--- config.mk ---
export PLATFORM = sky130hd
export DESIGN_NAME = ans_bcd_display_flat
export DESIGN_NICKNAME = d
export VERILOG_FILES = /design/src/rtl/ans_bcd_display_if.sv /design/src/rtl/ans_bcd_display.sv /design/src/flat_wrapper.sv
export SDC_FILE = /design/constraint.sdc
export NUM_CORES = 1
export LEC_CHECK = 0
export CAP_MARGIN = 20
export CELL_PAD_IN_SITES_DETAIL_PLACEMENT = 1
export CELL_PAD_IN_SITES_GLOBAL_PLACEMENT = 1
export CORE_ASPECT_RATIO = 1.2
export CORE_MARGIN = 1.5
export CORE_UTILIZATION = 48
export CTS_BUF_LIST = sky130_fd_sc_hd__clkbuf_8
export DETAILED_ROUTE_END_ITERATION = 16
export GPL_TIMING_DRIVEN = 0
export HOLD_SLACK_MARGIN = 0.12
export PLACE_DENSITY = 0.78
export SKIP_LAST_GASP = 1
export SYNTH_ARGS = -nofsm -noshare
export SYNTH_HDL_FRONTEND = slang
export SYNTH_SLANG_ARGS = --single-unit
--- constraint.sdc ---
create_clock -name clk -period 2.4 [get_ports clk]
set_clock_uncertainty 0.15 [all_clocks]
set_input_delay 0.24 -clock clk [delete_from_list [all_inputs] [get_ports clk]]
set_output_delay 0.24 -clock clk [all_outputs]
set_load 0.03 [all_outputs]
--- src/rtl/ans_bcd_display_if.sv ---
// ans_bcd_display_if: result bus and display bundle for the BCD display stage.
//   ans     : unsigned result from the operation selector (WIDTH bits)
//   on_off  : calculator power switch, 0 blanks all displays
//   hex0..2 : active-low seven-segment digits (ones, tens, hundreds), bit0=a..bit6=g
//   busy    : conversion in progress
//   valid   : at least one conversion completed since reset
// master = the block driving the result bus; slave = the display stage.
interface ans_bcd_display_if #(parameter int WIDTH = 7);
  logic [WIDTH-1:0] ans;
  logic             on_off;
  logic [6:0]       hex0;
  logic [6:0]       hex1;
  logic [6:0]       hex2;
  logic             busy;
  logic             valid;

  modport master (output ans, output on_off,
                  input hex0, input hex1, input hex2, input busy, input valid);
  modport slave  (input ans, input on_off,
                  output hex0, output hex1, output hex2, output busy, output valid);
endinterface

--- src/rtl/ans_bcd_display.sv ---
// ans_bcd_display: converts the calculator result to three decimal digits with a
// sequential shift-add-3 engine and drives three active-low seven-segment displays
// with leading-zero blanking. Only fully converted values ever reach the displays.
// Ports:
//   clk   : system clock, rising edge
//   rst_n : asynchronous active-low reset
//   bus   : ans_bcd_display_if.slave (ans, on_off in; hex0/1/2, busy, valid out)
module ans_bcd_display #(
  parameter int WIDTH = 7
) (
  input  logic              clk,
  input  logic              rst_n,
  ans_bcd_display_if.slave  bus
);
  localparam int CW = $clog2(WIDTH + 1);

  typedef enum logic [1:0] {IDLE, CONV, DONE} state_t;

  state_t           r_state;
  logic [WIDTH-1:0] r_ans_q;
  logic             r_on_q;
  logic [WIDTH-1:0] r_shown;
  logic [WIDTH-1:0] r_cap;
  logic             r_pending;
  logic [WIDTH-1:0] r_bin;
  logic [11:0]      r_bcd;
  logic [CW-1:0]    r_cnt;
  logic [3:0]       r_d2, r_d1, r_d0;
  logic             r_busy;
  logic             r_valid;
  logic [6:0]       r_hex0, r_hex1, r_hex2;

  // Add-3 on the ones and tens nibbles. With at most 9 input bits the hundreds
  // nibble is <= 2 before any shift, so it never needs the correction.
  logic [7:0]       w_adj_lo;

  always_comb begin
    w_adj_lo = r_bcd[7:0];
    for (int i = 0; i < 2; i++)
      if (r_bcd[4*i +: 4] >= 4'd5) w_adj_lo[4*i +: 4] = r_bcd[4*i +: 4] + 4'd3;
  end

  function automatic logic [6:0] seg7(input logic [3:0] d);
    case (d)
      4'd0:    seg7 = 7'b1000000;
      4'd1:    seg7 = 7'b1111001;
      4'd2:    seg7 = 7'b0100100;
      4'd3:    seg7 = 7'b0110000;
      4'd4:    seg7 = 7'b0011001;
      4'd5:    seg7 = 7'b0010010;
      4'd6:    seg7 = 7'b0000010;
      4'd7:    seg7 = 7'b1111000;
      4'd8:    seg7 = 7'b0000000;
      4'd9:    seg7 = 7'b0010000;
      default: seg7 = 7'b1111111;
    endcase
  endfunction

  // Conversion FSM; busy/valid are registered alongside the state.
  always_ff @(posedge clk or negedge rst_n) begin
    if (!rst_n) begin
      r_state   <= IDLE;
      r_ans_q   <= '0;
      r_on_q    <= 1'b0;
      r_shown   <= '0;
      r_cap     <= '0;
      r_pending <= 1'b1;
      r_bin     <= '0;
      r_bcd     <= '0;
      r_cnt     <= '0;
      r_d2      <= '0;
      r_d1      <= '0;
      r_d0      <= '0;
      r_busy    <= 1'b0;
      r_valid   <= 1'b0;
    end else begin
      r_ans_q <= bus.ans;
      r_on_q  <= bus.on_off;
      case (r_state)
        IDLE: begin
          if (r_pending || (r_ans_q != r_shown)) begin
            r_bin   <= r_ans_q;
            r_cap   <= r_ans_q;
            r_bcd   <= '0;
            r_cnt   <= CW'(WIDTH);
            r_state <= CONV;
            r_busy  <= 1'b1;
          end
        end
        CONV: begin
          r_bcd <= {r_bcd[10:8], w_adj_lo, r_bin[WIDTH-1]};
          r_bin <= {r_bin[WIDTH-2:0], 1'b0};
          r_cnt <= r_cnt - CW'(1);
          if (r_cnt == CW'(1)) r_state <= DONE;
        end
        DONE: begin
          r_d2      <= r_bcd[11:8];
          r_d1      <= r_bcd[7:4];
          r_d0      <= r_bcd[3:0];
          r_shown   <= r_cap;
          r_pending <= 1'b0;
          r_valid   <= 1'b1;
          r_busy    <= 1'b0;
          r_state   <= IDLE;
        end
        default: begin
          r_state <= IDLE;
          r_busy  <= 1'b0;
        end
      endcase
    end
  end

  // Output stage reads only the committed digit registers, never the engine.
  always_ff @(posedge clk or negedge rst_n) begin
    if (!rst_n) begin
      r_hex0 <= 7'h7F;
      r_hex1 <= 7'h7F;
      r_hex2 <= 7'h7F;
    end else if (!r_on_q) begin
      r_hex0 <= 7'h7F;
      r_hex1 <= 7'h7F;
      r_hex2 <= 7'h7F;
    end else begin
      r_hex0 <= seg7(r_d0);
      r_hex1 <= (r_d2 == 4'd0 && r_d1 == 4'd0) ? 7'h7F : seg7(r_d1);
      r_hex2 <= (r_d2 == 4'd0) ? 7'h7F : seg7(r_d2);
    end
  end

  assign bus.hex0  = r_hex0;
  assign bus.hex1  = r_hex1;
  assign bus.hex2  = r_hex2;
  assign bus.busy  = r_busy;
  assign bus.valid = r_valid;
endmodule

--- src/flat_wrapper.sv ---
// flat-port wrapper written by rule: the top's interface ports become plain ports
module ans_bcd_display_flat 
#(
  parameter int WIDTH = 7
)
  (clk, rst_n, bus_ans, bus_on_off, bus_hex0, bus_hex1, bus_hex2, bus_busy, bus_valid);
  ans_bcd_display_if #(.WIDTH(WIDTH)) bus_i ();
  input  logic clk;
  input  logic rst_n;
  input wire logic [$bits(bus_i.ans)-1:0] bus_ans;
  input wire logic [$bits(bus_i.on_off)-1:0] bus_on_off;
  output wire logic [$bits(bus_i.hex0)-1:0] bus_hex0;
  output wire logic [$bits(bus_i.hex1)-1:0] bus_hex1;
  output wire logic [$bits(bus_i.hex2)-1:0] bus_hex2;
  output wire logic [$bits(bus_i.busy)-1:0] bus_busy;
  output wire logic [$bits(bus_i.valid)-1:0] bus_valid;
  assign bus_i.ans = bus_ans;
  assign bus_i.on_off = bus_on_off;
  assign bus_hex0 = bus_i.hex0;
  assign bus_hex1 = bus_i.hex1;
  assign bus_hex2 = bus_i.hex2;
  assign bus_busy = bus_i.busy;
  assign bus_valid = bus_i.valid;
  ans_bcd_display #(.WIDTH(WIDTH)) u_core (.clk(clk), .rst_n(rst_n), .bus(bus_i));
endmodule
# After elaboration in Yosys (flattened, before gate mapping)
# Memories as Yosys holds them, arrays and structs flattened.
# Index checks and enable logic that the tools add are counted.
# Widths: inputs -> output; s select.
# word_totals
reg_bits	82
romBits	336
in_bits	10
out_inout_bits	23
memories	3
# classes
add_sub_neg	3
magnitude_cmp	2
eq_ne	6
mux	18
n_bitwise	1
n_reduce_logical	10
# mem_list
memory	words	word_bits	rd	rd_ports_with_merged_regs	write_ports	line	text
(name not given)	16	7	1	0	0	ans_bcd_display.sv:44	case (d)
(name not given)	16	7	1	0	0	ans_bcd_display.sv:44	
(name not given)	16	7	1	0	0	ans_bcd_display.sv:44	
# op_table
cell	count
$mux 7	6
$pmux 12 s2	1
$pmux 7 s2	1
$mux 12	1
$add 4x2->4 const B	2
$ge 4x3->1 const B	2
$logic_not 4->1	2
$mux 4	2
$reduce_and 2->1	4
$ne 7x7->1	1
$pmux 3 s2	1
$mux 2	2
$ne 2x1->1 const B	2
$pmux 2 s2	1
$eq 3x1->1 const B	1
$mux 3	1
$sub 3x1->3 const B	1
$eq 2x1->1 const B	1
$eq 2x2->1 const B	1
$logic_not 2->1	1
$pmux 1 s2	1
$reduce_bool 2->1	1
$logic_and 1x1->1	1
$logic_or 1x1->1	1
2 further kinds	2

# Depth between registers and ports, before layout
# Gate-level depths: netlist (run 1).
# depth
depth_word	4
ltp_mapped	6

# Least setup slack after synthesis (run 1)
# OpenSTA, ideal clock, no wires.
# synth_path
path_kind	reg2reg
from	register u_core.r_shown[6]
to	register u_core.r_bin[6]
setup_ps	126
t_arrival_ps	1714
required_ps	2124
path_slack_ps	410
path_stages_with_launch	6
n_path_buf	1
path_cell_list	dfrtp_1 > xor2_1 > or4_4 > o21a_1 > buf_6 > a221o_1
# synth_between
elab_chain_cells	4
# synth_lines
element	line	text
start, declared	ans_bcd_display.sv:22	logic [WIDTH-1:0] r_shown;
start signal, assigned	ans_bcd_display.sv:100	r_shown <= r_cap;
$ne 7x7->1	ans_bcd_display.sv:81	if (r_pending || (r_ans_q != r_shown)) begin
$logic_or 1x1->1	ans_bcd_display.sv:81	
$ne 2x1->1 (no line)	--	
$reduce_and 2->1 (no line)	--	
end signal, assigned	ans_bcd_display.sv:82	r_bin <= r_ans_q;
end signal, assigned	ans_bcd_display.sv:92	r_bin <= {r_bin[WIDTH-2:0], 1'b0};
end, declared	ans_bcd_display.sv:25	logic [WIDTH-1:0] r_bin;
# Every way passes these cells.
# A chain may end at the register's enable or synchronous reset.

# Worst setup path in the final report (run 1)
# layout_path
from	register u_core.r_d2[1]
to	register u_core.r_hex1[3] (netlist: u_core.bus.hex1[3])
# layout_between
elab_chain_cells	4
# layout_lines
element	line	text
start, declared	ans_bcd_display.sv:28	logic [3:0] r_d2, r_d1, r_d0;
start signal, assigned	ans_bcd_display.sv:97	r_d2 <= r_bcd[11:8];
$logic_not 4->1	ans_bcd_display.sv:126	r_hex1 <= (r_d2 == 4'd0 && r_d1 == 4'd0) ? 7'h7F : seg7(r_d1);
$logic_and 1x1->1	ans_bcd_display.sv:126	
$mux 7	ans_bcd_display.sv:126	
$mux 7	ans_bcd_display.sv:120	end else if (!r_on_q) begin
end signal, assigned	ans_bcd_display.sv:126	
end, declared	ans_bcd_display.sv:31	logic [6:0] r_hex0, r_hex1, r_hex2;
# Every way passes these cells.

==> reports/qor.yml, run 1 <==
setup_path:
  worst_setup_path_start_kind: "flop"
  crit_arrival_ns: 2.37
  cp_max_fo: 6
  rrSetupSlack_ns: 0.18
  path_class: "flop to flop"
  required_ns: 2.54
  cp-end-kind: "flop"
power:
  peakVddDrop_mv: 0.621
  swShare_pct: 38.4
  seqPwrFrac_pct: 40.3
  pwr-share-comb_pct: 41.7
  power_density_nw_per_um2: 1290
  power_frac_clock_pct: 18.1
  finalPower_mw: 5.62
  p_int_mw: 3.46
  power.leakage_nw: 1.87
  switchingPower_mw: 2.16
run_status:
  status: "completed"
logic_synthesis:
  synth-edff-count: 0
  synthesis.instances: 320
  synth_common_cells: "dfrtp_1, nand2_1, o21ai_0, dfstp_2"
  synthMostInstantiatedCell: "dfrtp_1"
  synth_area_leader_cell: "dfrtp_1"
  synth_area_um2: 3690
  netlist.area_leader.share_pct: 40.7
  ys_top_cells_by_area: "dfrtp_1, dfstp_2, ha_1"
  synth_ff_type: "dfrtp_1"
  synth_async_sr_flop_share_pct: 100
  ys_seq_elements: 82
  yosys_warnings: 0
  ys_seq_area_share_pct: 56.3
  synth.distinct_cells: 40
  syn_nets: 351
  synth.avg_cell_area_um2: 11.5
global_routing:
  antenna_found_initial: 0
  track_usage_pct: 20.3
  grt_pass1_vias: 2781
  grt_pass1_wl_um: 13200
  grt-ovfl-total: 0
  grt_max_degree: 56
routing:
  antenna_left: 0
  drtIter0Drc: 103
  wirelength_um: 7520
  viasPerCell: 5.39
  wire_per_inst_um: 16.4
  post-route-drc-count: 0
  first_pass_iters: 4
  vias: 2479
place:
  place.gp.congestion: 0.803
  postPlaceCellArea_um2: 4150
  hpwlAfterDp_um: 5530
  dp_slack_ns: 0.122
  dp.cells: 443
  portBuffers: 32
finish:
  fin_util_pct: 59.3
  multi_input_area_um2: 1490
  seq_area_um2: 2080
  n_antenna_cell: 0
  areaGrowthSynthToFinish_pct: 18.2
  nNetsFinal: 396
  finalInstanceArea_um2: 4360
  final_layout_size_suffix_gt1_share_pct: 18.9
  fill_cells: 772
  final_cell_count_no_fill: 460
die:
  start_util_pct: 50.2
  dieArea_um2: 8230
  coreArea_um2: 7360
  ios: 33
  die_w_um: 83.1
  die_y_um: 99.1
  rows: 34
timing:
  hold_viol: 0
  setup_viol_count_final: 0
  fin_crit_sh_pct: 92.6
  drv_slew: 0
  rsz0062_at_grt: "no"
  setup_tns_ns: 0
  hold_ws_ns: 0.151
  worstMarginPinSlew_ns: 0.595
  fin_crit_ns: 2.22
  maxSlewHeadroom_pct: 60.3
  setup_ws_ns: 0.178
  fmax_ghz: 0.450
clock_tree:
  htreeDepth: 3
  cts_sinks: 82
  path_clk_slew_ns: 0.09
  cts-root-buf: "clkbuf_8"
  clock_latency_ns: 0.37
  clock_path_buffers: 2
  cts_made_buffers: 9
  cts_setup_buffers: 0
  cts_tree: "yes"
min_path:
  hold_path_class: "input port to flop"
flow_run:
  drv_cap: 0
==> area by class of cell <==
| type | instances | area share, % |
|---|---|---|
| well taps | 90 | 2.58 |
| clock buffers | 9 | 2.84 |
| multi-input cells | 209 | 34.1 |
| repair buffers | 34 | 8.14 |
| flip-flops and latches | 82 | 47.6 |
| clock inverters | 7 | 1.75 |
| inverters | 16 | 1.38 |
| plain buffers | 13 | 1.55 |
==> flip-flops by register name, summed over array words and instances, names as in the netlist <==
signal,count
u_core.r_bcd,12
u_core.bus.hex0,7
u_core.bus.hex1,7
u_core.bus.hex2,7
u_core.r_ans_q,7
u_core.r_bin,7
u_core.r_cap,7
u_core.r_shown,7
u_core.r_d0,4
u_core.r_d1,4
u_core.r_d2,4
u_core.r_cnt,3
u_core.r_state,2
u_core.bus.busy,1
u_core.bus.valid,1
u_core.r_on_q,1
u_core.r_pending,1
==> metal layers <==
layer	up-vias	global-route usage (%)	share of wire, %
li1	1185	-	-
met4	0	8.72	2.1
met1	1244	21.3	39
met3	12	3.73	2.4
met2	38	39.4	57
met5	-	0	0
==> kinds of logic (layout without fill, tap and decap cells) <==
group	Yosys count	after routing	share of synthesized area [%]
fa+ha+maj	21	21	7.11
flops	82	82	56.3
mux	23	23	6.94
compound gates	75	75	12.9
buf+inv	29	79	3.46
xor+xnor	11	11	2.61
simple gates	79	79	10.7
==> cells in the final DEF (no fill, tap or decap), types with 3 or more instances in the layout <==
cell and count:
xnor2_1 6, a21o_1 4, inv_1 16, nor2b_1 5, nor4b_1 3, clkbuf_1 10, nand2_1 36, xor2_1 5
clkdlybuf4s50_1 31, nor3_1 3, and2_1 8, ha_1 21, o21ai_0 31, o22ai_1 6, nor3b_1 3, nor2_1 8
mux2_2 21, clkbuf_8 10, dfrtp_1 60, dfstp_2 22, nand2b_1 7, a21oi_1 16, a221o_1 6
==> power groups by stage <==
stage / sequential (mW) / clock [mW] / combinational [mW]
floorplan: 2.43 / 0 / 1.47
global placement: 2.25 / 0 / 2.22
detailed placement: 2.29 / 0 / 2.36
CTS: 2.26 / 1.05 / 2.38
global route: 2.33 / 1.09 / 2.61
finish: 2.26 / 1.02 / 2.34
==> worst max-delay path, stage by stage (launching register included) <==
cell and delay, ns:
dfrtp_1 0.44, inv_1 0.14, ha_1 0.25, nor4b_1 0.37, a21oi_1 0.13, o21ai_0 0.47, o21bai_1 0.19
==> final timing paths <==
check	start	endpoint	cells past startpoint
setup / recovery	u_core.r_d2[1]	u_core.bus.hex1[3]	6
hold / removal	bus_ans[0]	u_core.r_ans_q[0]	1
setup reg to reg	u_core.r_d2[1]	u_core.bus.hex1[3]	6
hold reg to reg	u_core.bus.valid	u_core.bus.valid	1
max in group asynchronous	rst_n	u_core.bus.hex0[0]	3
min in group asynchronous	rst_n	u_core.r_d2[2]	2
==> what timing repair did <==
item | in CTS | in global routing
endpoints found under the setup margin | 0 | 4
hold buffers | 1 | 0
gates resized for setup | 0 | 1
hold endpoints to repair | 80 | 0
(Power assumes the default switching activity.)
==> run 2: changes to the inputs <==
- ABC_CLOCK_PERIOD_IN_PS: not set -> 2400
==> results of run 2 <==
No change in the layout: final DEF, timing and power equal those of run 1.
